<file path="config.mk">
export PLATFORM = sky130hd
export DESIGN_NAME = u_xmit_feed
export DESIGN_NICKNAME = d
export VERILOG_FILES = /design/src/rtl/u_xmit_feed_pkg.sv /design/src/rtl/u_fifo_sync.sv /design/src/rtl/u_xmit_feed.sv
export SDC_FILE = /design/constraint.sdc
export NUM_CORES = 1
export LEC_CHECK = 0
export ABC_AREA = 1
export ABC_CLOCK_PERIOD_IN_PS = 3000
export BUFFER_PORTS_ARGS = -buffer_cell sky130_fd_sc_hd__buf_2
export CAP_MARGIN = 20
export CORE_MARGIN = 2
export CORE_UTILIZATION = 49
export DETAILED_ROUTE_END_ITERATION = 8
export GPL_ROUTABILITY_DRIVEN = 0
export HOLD_SLACK_MARGIN = 0.03
export PLACE_DENSITY = 0.78
export SLEW_MARGIN = 30
export SYNTH_ARGS = -nofsm -noshare
export SYNTH_HDL_FRONTEND = slang
export SYNTH_SLANG_ARGS = --single-unit
</file>
<file path="constraint.sdc">
create_clock -name sys_clk -period 3 [get_ports sys_clk]
set_clock_uncertainty 0.15 [all_clocks]
set_input_delay 0.3 -clock sys_clk [delete_from_list [all_inputs] [get_ports sys_clk]]
set_output_delay 0.3 -clock sys_clk [all_outputs]
set_load 0.01 [all_outputs]
</file>
<file path="src/rtl/u_xmit_feed_pkg.sv">
// ---------------------------------------------------------------------------
// u_xmit_feed_pkg
// Shared constants for the transmit feeder and its FIFO.
//   feed_state_e : handshake FSM encoding (F_IDLE=0 .. F_WAIT_DONE=3)
//   HI / LO      : single-bit logic levels
//   DEFAULT_*    : default FIFO depth, pointer width and busy timeout
//   BYTE_W       : data width of the host / transmitter byte path
// ---------------------------------------------------------------------------
package u_xmit_feed_pkg;

  typedef enum logic [1:0] {
    F_IDLE      = 2'd0,
    F_LOAD      = 2'd1,
    F_WAIT_BUSY = 2'd2,
    F_WAIT_DONE = 2'd3
  } feed_state_e;

  localparam logic HI = 1'b1;
  localparam logic LO = 1'b0;

  localparam int DEFAULT_DEPTH   = 8;
  localparam int DEFAULT_ADDR_W  = 3;
  localparam int DEFAULT_BUSY_TO = 4;
  localparam int BYTE_W          = 8;

endpackage

</file>
<file path="src/rtl/u_fifo_sync.sv">
// ---------------------------------------------------------------------------
// u_fifo_sync
// Synchronous circular-buffer FIFO, reusable on transmit and receive sides.
// Ports:
//   clk, rst_n      : clock, asynchronous active-low reset
//   wr_en, wr_data  : write strobe and data
//   rd_en           : pop the head entry (ignored while empty)
//   rd_data         : head entry (combinational view of storage)
//   full, empty     : occupancy flags derived from the registered count
//   count           : registered occupancy, 0..DEPTH
//   wr_drop         : one-cycle pulse, a write was refused because full
// A write while full is still accepted when a pop happens the same cycle.
// ---------------------------------------------------------------------------
module u_fifo_sync
  import u_xmit_feed_pkg::*;
#(
  parameter int DEPTH  = DEFAULT_DEPTH,
  parameter int ADDR_W = DEFAULT_ADDR_W,
  parameter int W      = BYTE_W
) (
  input  logic              clk,
  input  logic              rst_n,
  input  logic              wr_en,
  input  logic [W-1:0]      wr_data,
  input  logic              rd_en,
  output logic [W-1:0]      rd_data,
  output logic              full,
  output logic              empty,
  output logic [ADDR_W:0]   count,
  output logic              wr_drop
);

  localparam logic [ADDR_W:0] FULL_CNT = (ADDR_W+1)'(DEPTH);

  logic [W-1:0]      mem_q [DEPTH];
  logic [ADDR_W-1:0] wr_ptr_q, wr_ptr_d;
  logic [ADDR_W-1:0] rd_ptr_q, rd_ptr_d;
  logic [ADDR_W:0]   count_q, count_d;
  logic              wr_acc;
  logic              rd_do;

  assign full    = (count_q == FULL_CNT);
  assign empty   = (count_q == '0);
  assign count   = count_q;
  assign rd_data = mem_q[rd_ptr_q];

  assign rd_do   = rd_en && !empty;
  assign wr_acc  = wr_en && (!full || rd_do);
  assign wr_drop = wr_en && full && !rd_do;

  always_comb begin
    wr_ptr_d = wr_ptr_q;
    rd_ptr_d = rd_ptr_q;
    count_d  = count_q;
    // Pointers are ADDR_W wide and wrap naturally at DEPTH.
    if (wr_acc) wr_ptr_d = wr_ptr_q + 1'b1;
    if (rd_do)  rd_ptr_d = rd_ptr_q + 1'b1;
    case ({wr_acc, rd_do})
      2'b10:   count_d = count_q + 1'b1;
      2'b01:   count_d = count_q - 1'b1;
      default: count_d = count_q;
    endcase
  end

  always_ff @(posedge clk or negedge rst_n) begin
    if (!rst_n) begin
      wr_ptr_q <= '0;
      rd_ptr_q <= '0;
      count_q  <= '0;
    end else begin
      wr_ptr_q <= wr_ptr_d;
      rd_ptr_q <= rd_ptr_d;
      count_q  <= count_d;
    end
  end

  always_ff @(posedge clk or negedge rst_n) begin
    if (!rst_n) begin
      for (int i = 0; i < DEPTH; i++) mem_q[i] <= '0;
    end else if (wr_acc) begin
      mem_q[wr_ptr_q] <= wr_data;
    end
  end

endmodule

</file>
<file path="src/rtl/u_xmit_feed.sv">
// ---------------------------------------------------------------------------
// u_xmit_feed
// Transmit feeder: buffers host bytes and hands them one at a time to the
// UART transmitter.
// Ports:
//   sys_clk, sys_rst_l     : clock, asynchronous active-low reset
//   wr_enH, wr_dataH       : host write strobe / byte
//   clr_errH               : clears overflowH and tx_errH (a same-cycle set wins)
//   fullH, emptyH          : FIFO occupancy flags
//   fifo_countH            : FIFO occupancy
//   overflowH              : sticky, a host write was dropped
//   tx_errH                : sticky, transmitter failed to go busy in time
//   xmitH, xmit_dataH      : one-cycle request and held byte to the transmitter
//   xmit_doneH             : transmitter idle (high) / busy (low)
//   dbg_stateH             : current FSM state, for observation only
// Handshake: a byte is offered by pulsing xmitH for exactly one cycle with
// xmit_dataH valid; the transmitter acknowledges by dropping xmit_doneH
// within BUSY_TO cycles and signals completion by raising it again. The next
// pop happens only in F_IDLE with xmit_doneH high.
// ---------------------------------------------------------------------------
module u_xmit_feed
  import u_xmit_feed_pkg::*;
#(
  parameter int DEPTH   = DEFAULT_DEPTH,
  parameter int ADDR_W  = DEFAULT_ADDR_W,
  parameter int BUSY_TO = DEFAULT_BUSY_TO
) (
  input  logic              sys_clk,
  input  logic              sys_rst_l,
  input  logic              wr_enH,
  input  logic [BYTE_W-1:0] wr_dataH,
  input  logic              clr_errH,
  output logic              fullH,
  output logic              emptyH,
  output logic [ADDR_W:0]   fifo_countH,
  output logic              overflowH,
  output logic              tx_errH,
  output logic              xmitH,
  output logic [BYTE_W-1:0] xmit_dataH,
  input  logic              xmit_doneH,
  output logic [1:0]        dbg_stateH
);

  localparam int              TO_W     = $clog2(BUSY_TO + 1);
  localparam logic [TO_W-1:0] TO_LIMIT = TO_W'(BUSY_TO);

  feed_state_e       state_q, state_d;
  logic [TO_W-1:0]   to_cnt_q, to_cnt_d;
  logic              xmit_q, xmit_d;
  logic [BYTE_W-1:0] xmit_data_q, xmit_data_d;
  logic              overflow_q, overflow_d;
  logic              tx_err_q, tx_err_d;

  logic              pop;
  logic              to_set;
  logic [BYTE_W-1:0] fifo_head;
  logic              fifo_drop;

  u_fifo_sync #(
    .DEPTH  (DEPTH),
    .ADDR_W (ADDR_W),
    .W      (BYTE_W)
  ) u_fifo (
    .clk     (sys_clk),
    .rst_n   (sys_rst_l),
    .wr_en   (wr_enH),
    .wr_data (wr_dataH),
    .rd_en   (pop),
    .rd_data (fifo_head),
    .full    (fullH),
    .empty   (emptyH),
    .count   (fifo_countH),
    .wr_drop (fifo_drop)
  );

  always_comb begin
    state_d     = state_q;
    to_cnt_d    = to_cnt_q;
    xmit_data_d = xmit_data_q;
    pop         = LO;
    to_set      = LO;
    case (state_q)
      F_IDLE: begin
        if (!emptyH && xmit_doneH) begin
          pop         = HI;
          xmit_data_d = fifo_head;
          state_d     = F_LOAD;
        end
      end
      F_LOAD: begin
        to_cnt_d = '0;
        state_d  = F_WAIT_BUSY;
      end
      F_WAIT_BUSY: begin
        if (!xmit_doneH) begin
          state_d = F_WAIT_DONE;
        end else begin
          to_cnt_d = to_cnt_q + 1'b1;
          // Transmitter never went busy: the offered byte is abandoned.
          if (to_cnt_d == TO_LIMIT) begin
            to_set  = HI;
            state_d = F_IDLE;
          end
        end
      end
      F_WAIT_DONE: begin
        if (xmit_doneH) state_d = F_IDLE;
      end
      default: state_d = F_IDLE;
    endcase
    // Registered Moore request: high exactly while the FSM sits in F_LOAD.
    xmit_d = (state_d == F_LOAD);
  end

  // Sticky flags: a set event in the same cycle as clr_errH takes priority.
  always_comb begin
    overflow_d = overflow_q;
    tx_err_d   = tx_err_q;
    if (clr_errH) begin
      overflow_d = LO;
      tx_err_d   = LO;
    end
    if (fifo_drop) overflow_d = HI;
    if (to_set)    tx_err_d   = HI;
  end

  always_ff @(posedge sys_clk or negedge sys_rst_l) begin
    if (!sys_rst_l) begin
      state_q     <= F_IDLE;
      to_cnt_q    <= '0;
      xmit_q      <= LO;
      xmit_data_q <= '0;
      overflow_q  <= LO;
      tx_err_q    <= LO;
    end else begin
      state_q     <= state_d;
      to_cnt_q    <= to_cnt_d;
      xmit_q      <= xmit_d;
      xmit_data_q <= xmit_data_d;
      overflow_q  <= overflow_d;
      tx_err_q    <= tx_err_d;
    end
  end

  assign xmitH      = xmit_q;
  assign xmit_dataH = xmit_data_q;
  assign overflowH  = overflow_q;
  assign tx_errH    = tx_err_q;
  assign dbg_stateH = state_q;

endmodule

</file>
# Word-level counts from Yosys, hierarchy flattened
# Index checks and enable logic that the tools add are counted.
# word_totals
ff_bits	90
out_inout_bits	19
elab_cells	76
# classes
n_mux	22
reduce_logical	18
n_bitwise	2
n_addsub	5
eq_ne	9
n_lt_le_gt_ge	3
# ops
cell	n
$bwmux 64	1
$bmux 8 s3	1
$demux 8 s3	1
$mux 8	3
$add 3x1->3 const B	3
$ge 4x4->1 const B	2
$mux 1	8
$mux 2	4
$not 3->4	2
$pmux 2 s4	1
$pmux 4 s2	1
$reduce_bool 2->1	4
$eq 2x1->1 const B	3
$eq 2x2->1 const B	3
$logic_and 1x1->1	6
$pmux 3 s2	1
$add 4x1->4 const B	1
$eq 4x4->1 const B	1
$logic_not 4->1	1
$lt 4x1->1 const B	1
$reduce_and 2->1	2
$sub 4x1->4 const B	1
$eq 3x3->1 const B	1
$logic_not 1->1	3
4 further kinds	4

# Depth between registers and ports, before layout
# depth
depth_word	10
ltp_mapped	15
mapped_depth_nobuf	15

# Modules after synthesis
# A second synthesis with hierarchy kept.
# unflattened
hier_cells	589
area_unflattened_um2	4713.3
# by_module_without_submodules
mod	seq_area_each_um2	instances	area_each_um2	cells_per_inst
u_fifo_sync	1851.8	1	4015.1	505
u_xmit_feed	400.4	1	698.2	84

# Least setup slack after synthesis
# OpenSTA, ideal clock, no wires.
# synth_timing
path_type	reg-to-reg
from	register u_fifo.count_q[0] (netlist: u_fifo.count[0])
to	register u_fifo.count_q[2] (netlist: u_fifo.count[2])
path_stages_with_launch	14
arrival_time_ns	2.127
required_time_ns	2.722
path_slack_ns	0.596
path_buffers	0
path_cell_list	dfrtp_1 inv_2 nand2_2 nor3_2 nand2_2 nand2_1 ha_1 nand2_1 inv_1 nor2_1 ha_1 a21oi_1 xor2_1 o21ai_0
# synth_between
word_cells_on_any_way	16
classes_between	add/sub: 2; eq/ne: 3; mux: 3; reduce/logical: 8
# synth_rtl
item	line_no	rtl
from (decl)	u_fifo_sync.sv:38	logic [ADDR_W:0] count_q, count_d;
from (signal assigned)	u_fifo_sync.sv:73	count_q <= count_d;
$eq 4x4->1 *	u_fifo_sync.sv:42	assign full = (count_q == FULL_CNT);
net fullH	u_xmit_feed.sv:33	output logic fullH,
$logic_not 1->1 *	u_fifo_sync.sv:48	assign wr_acc = wr_en && (!full || rd_do);
$logic_or 1x1->1 *	u_fifo_sync.sv:48	
$logic_and 1x1->1 *	u_fifo_sync.sv:48	
$eq 2x1->1 or $eq 2x2->1 (tied branches)	u_fifo_sync.sv:58	case ({wr_acc, rd_do})
$pmux 4 s2 or $reduce_bool 2->1 (tied branches)	--	
# The timed path passes the listed nets; every way through them passes the cells marked *.
# A chain may end at the register's enable or synchronous reset.

# Worst setup path in the final report
# layout_timing
from	register u_fifo.count_q[1] (netlist: u_fifo.count[1])
to	register u_fifo.count_q[2] (netlist: u_fifo.count[2])
# layout_between
elab_chain_len	10
word_cells_on_any_way	16
classes_between	add/sub: 2; eq/ne: 3; mux: 3; reduce/logical: 8
# layout_lines
item	line_no	rtl
$logic_not 4->1	u_fifo_sync.sv:43	assign empty = (count_q == '0);
$logic_not 1->1	u_fifo_sync.sv:47, u_xmit_feed.sv:84	
$logic_and 1x1->1	u_xmit_feed.sv:84	if (!emptyH && xmit_doneH) begin
$mux 1	u_xmit_feed.sv:84	
$mux 1	u_xmit_feed.sv:82	case (state_q)
$logic_and 1x1->1	u_fifo_sync.sv:47	assign rd_do = rd_en && !empty;
$logic_or 1x1->1	u_fifo_sync.sv:48	
$logic_and 1x1->1	u_fifo_sync.sv:48	
$eq 2x1->1 or $eq 2x2->1 (tied branches)	u_fifo_sync.sv:58	
$pmux 4 s2 or $reduce_bool 2->1 (tied branches)	--	
# Parallel ways exist; a longest one is shown, timed or not.

==> out/results.txt <==
Antenna fix cells: 0
Max-cap violations: 0
Count of distinct cell types in the synthesized netlist: 25
Fin Setup TNS: 0 ns
Type of destination of the critical path: flop
Path type of the worst setup path: flop to flop
Clock input transition at the sequential cells of the worst setup and hold paths: 0.09 ns
Cell row count: 34
Synth top area share: 0.502
Total wire length after detailed routing: 11200 µm
Number of vias in the routed layout: 4016
Post-route design area: 4950 µm²
Top cells by area in the synthesized netlist: sky130_fd_sc_hd__dfrtp_1 50%, sky130_fd_sc_hd__nand2_1 14%, sky130_fd_sc_hd__nand4_1 9.2%, sky130_fd_sc_hd__nor2_1 5.5%, sky130_fd_sc_hd__o21ai_0 4.6%
Post-Synthesis Net Count: 576
First-pass GRT wire length: 18700 µm
I/O pin count: 32
Layout net count: 597
Final setup slack of the worst path: 0.545 ns
List of cells traversed by the critical path: inv_1, nand2_2, nor3_2, nand2_2, nand2_1, ha_1, nand2_1, inv_1, nor2_1, ha_1, a21oi_1, xor2_1, o21ai_0
Nature of the critical path startpoint: flop
Setup repair after global routing missed its margin: false
Number of warning messages in the yosys log: 0
Final clock period utilization by the worst path: 0.818
Input/output buffers: 31
Power dissipated by switching net loads: 2.22 mW
Most common cell after layout, fill and taps aside: sky130_fd_sc_hd__nand2_1
EDFF count, synth: 0
Status: finished clean
WP data required: 3.09 ns
Combinational Power Share: 0.416
Remaining DRCs: 0
Share of layout cells above drive strength 1: 0.117
Worst Path Max Fanout: 7
Number of global-route vias before repair: 3732
Power Dens Cells: 1070 nW/µm²
Switching Share: 0.418
First-pass detailed-route iteration total: 6
Number of H-tree levels: 3
Via-to-Cell Ratio: 5.82
Starting utilization of the core area: 0.509
Floorplan die height: 99.7 µm
Lkg Pwr: 2.52 nW
Post-synthesis average cell area: 8.07 µm²
Remaining Overflow, GRT: 0
Power share of the clock group: 0.188
Initial drt markers: 337
Maximum clock frequency: 407 MHz
Total of flip-flops plus latches after synthesis: 90
Minimum clock period after layout: 2.46 ns
Most frequently used flop master after synthesis: sky130_fd_sc_hd__dfrtp_1
Post-detailed-placement half-perimeter wirelength: 7170 µm
Core area: 8810 µm²
Die Wd: 99.7 µm
Delay of the slowest cell on the worst path: 0.43 ns
Gate Count Post-Synth: 556
Full die area: 9930 µm²
Layout Area Growth over Synthesis: 10.4%
Final slew viol count: 0
Crit path arrival time: 2.55 ns
Part of the total power dissipated in sequential elements: 0.395
Number of sinks driven by the clock tree: 90
Number of failing hold endpoints at the final stage: 0
Top library cells by usage in the layout, fill and taps aside: 171 x sky130_fd_sc_hd__nand2_1, 90 x sky130_fd_sc_hd__dfrtp_1, 66 x sky130_fd_sc_hd__nor2_1, 66 x sky130_fd_sc_hd__nand4_1, 41 x sky130_fd_sc_hd__o21ai_0
Setup violators final: 0
Cell with the largest stage delay on the worst path: sky130_fd_sc_hd__dfrtp_1
Sequential element share of the synthesized area: 0.502
Mean routed wirelength per cell: 16.3 µm
Synth area leader: sky130_fd_sc_hd__dfrtp_1
Design internal power: 3.09 mW
Total standard cell area after synthesis: 4480 µm²
Overall Global Routing Usage: 0.237
Maximum number of pins on one net before global-route repair: 91
Ys async rst share: 1.00
Tightest slew margin relative to the limit: 0.367
TritonCTS clock tree: yes
Number of nets with antenna violations after routing: 0
Max clock buf depth: 2
Depth of the worst register-to-register path: 13
Area post-placement: 4690 µm²
TritonCTS buffer count: 9
Worst hold stages: 2
Number of buffers inserted by post-CTS setup repair: 0
Number of antenna violations at the first check in global routing: 0
Max VDD drop: 0.505 mV
Post-place setup slack: 0.562 ns
Root Buffer: sky130_fd_sc_hd__clkbuf_8
Class of the worst hold path: input pin to flop
Transition time of the tightest slew-check pin: 0.949 ns
Latest clock arrival within the worst-skew pair: 0.35 ns
critical path, delay by kind of cell (launching register included):
kind                       cells  cell delay, ns
AOI/OAI and AO/OA              2            0.23
xor gates and xnor gates       1            0.16
adders and majority gates      2            0.44
buffers and inverters          2            0.18
DFF                            1            0.43
and+or+nand+nor                6            0.74
power by group through the flow:
stage / combinational [mW] / clock, mW / sequential (mW)
global route: 2.51 / 1.07 / 2.16
floorplan: 1.58 / 0 / 2.07
CTS: 2.20 / 1.01 / 2.09
detailed placement: 2.19 / 0 / 2.11
global placement: 2.12 / 0 / 2.08
finish: 2.21 / 1.00 / 2.10
synthesized netlist by cell type, types with 4 or more instances:
library cell	instances
sky130_fd_sc_hd__buf_6	7
sky130_fd_sc_hd__nand4_1	66
sky130_fd_sc_hd__o211ai_1	8
sky130_fd_sc_hd__clkbuf_2	8
sky130_fd_sc_hd__nor2_2	5
sky130_fd_sc_hd__o21ai_0	41
sky130_fd_sc_hd__dfrtp_1	90
sky130_fd_sc_hd__nand2_1	171
sky130_fd_sc_hd__inv_1	19
sky130_fd_sc_hd__nand3_1	28
sky130_fd_sc_hd__nor2_1	66
sky130_fd_sc_hd__xor2_1	4
sky130_fd_sc_hd__ha_1	7
sky130_fd_sc_hd__clkbuf_1	19
metal layers:
layer | GRT usage | vias up | part of all wire
li1 | - | 1906 | -
met1 | 0.332 | 1912 | 0.44
met2 | 0.366 | 178 | 0.47
met3 | 0.0590 | 20 | 0.082
met4 | 0.0727 | 0 | 0.015
met5 | 0 | - | 0
worst paths after layout:
check                                 start                to  slack (ns)
setup / recovery            u_fifo.count[1]   u_fifo.count[2]        0.54
hold / removal                   xmit_doneH     dbg_stateH[0]        0.05
setup reg to reg            u_fifo.count[1]   u_fifo.count[2]        0.54
hold reg to reg            u_fifo.mem_q[11]  u_fifo.mem_q[11]        0.32
max in group asynchronous         sys_rst_l  u_fifo.mem_q[50]        1.96
min in group asynchronous         sys_rst_l       to_cnt_q[2]        0.36
state kept, by name, indices dropped and copies added, names as in the netlist:
name / count
xmit_dataH: 8
dbg_stateH: 2
u_fifo.wr_ptr_q: 3
u_fifo.rd_ptr_q: 3
u_fifo.mem_q: 64
u_fifo.count: 4
to_cnt_q: 3
overflowH: 1
xmitH: 1
tx_errH: 1
cells by family (layout without fill, tap and decap cells):
family | after synthesis | count (layout) | synth area share
XOR/XNOR | 7 | 7 | 0.0137
buffers and inverters | 59 | 85 | 0.0642
AND/OR/NAND/NOR | 339 | 339 | 0.334
AO/OA/AOI/OAI | 54 | 54 | 0.0667
adder cells (fa/ha/maj) | 7 | 7 | 0.0195
flip-flops | 90 | 90 | 0.502
through the flow:
step	std cells	power, mW	hold WS [ns]	util
3_3_place_gp	672	4.20	0.232	0.532
3_5_place_dp	672	4.29	0.229	0.532
2_1_floorplan	556	3.65	-0.146	-
4_1_cts	690	5.30	0.0434	0.562
5_1_grt	690	5.74	0.0381	0.562
6_report	690	5.31	0.0512	0.562
what timing repair did:
item,4_1_cts,5_1_grt
resized for setup,0,0
hold buffers,2,0
setup endpoints to repair,0,0
hold endpoints to repair,92,0
cell type report:
class / instances / area, µm²
repair buffers: 46 / 288
clock inverters: 4 / 98.8
multi-input cells: 407 / 1940
flip-flops and latches: 90 / 2250
inverters: 23 / 86.3
well taps: 108 / 135
fillers: 795 / 3860
clock buffers: 12 / 145
No activity file was read; power rests on OpenSTA's default activity.
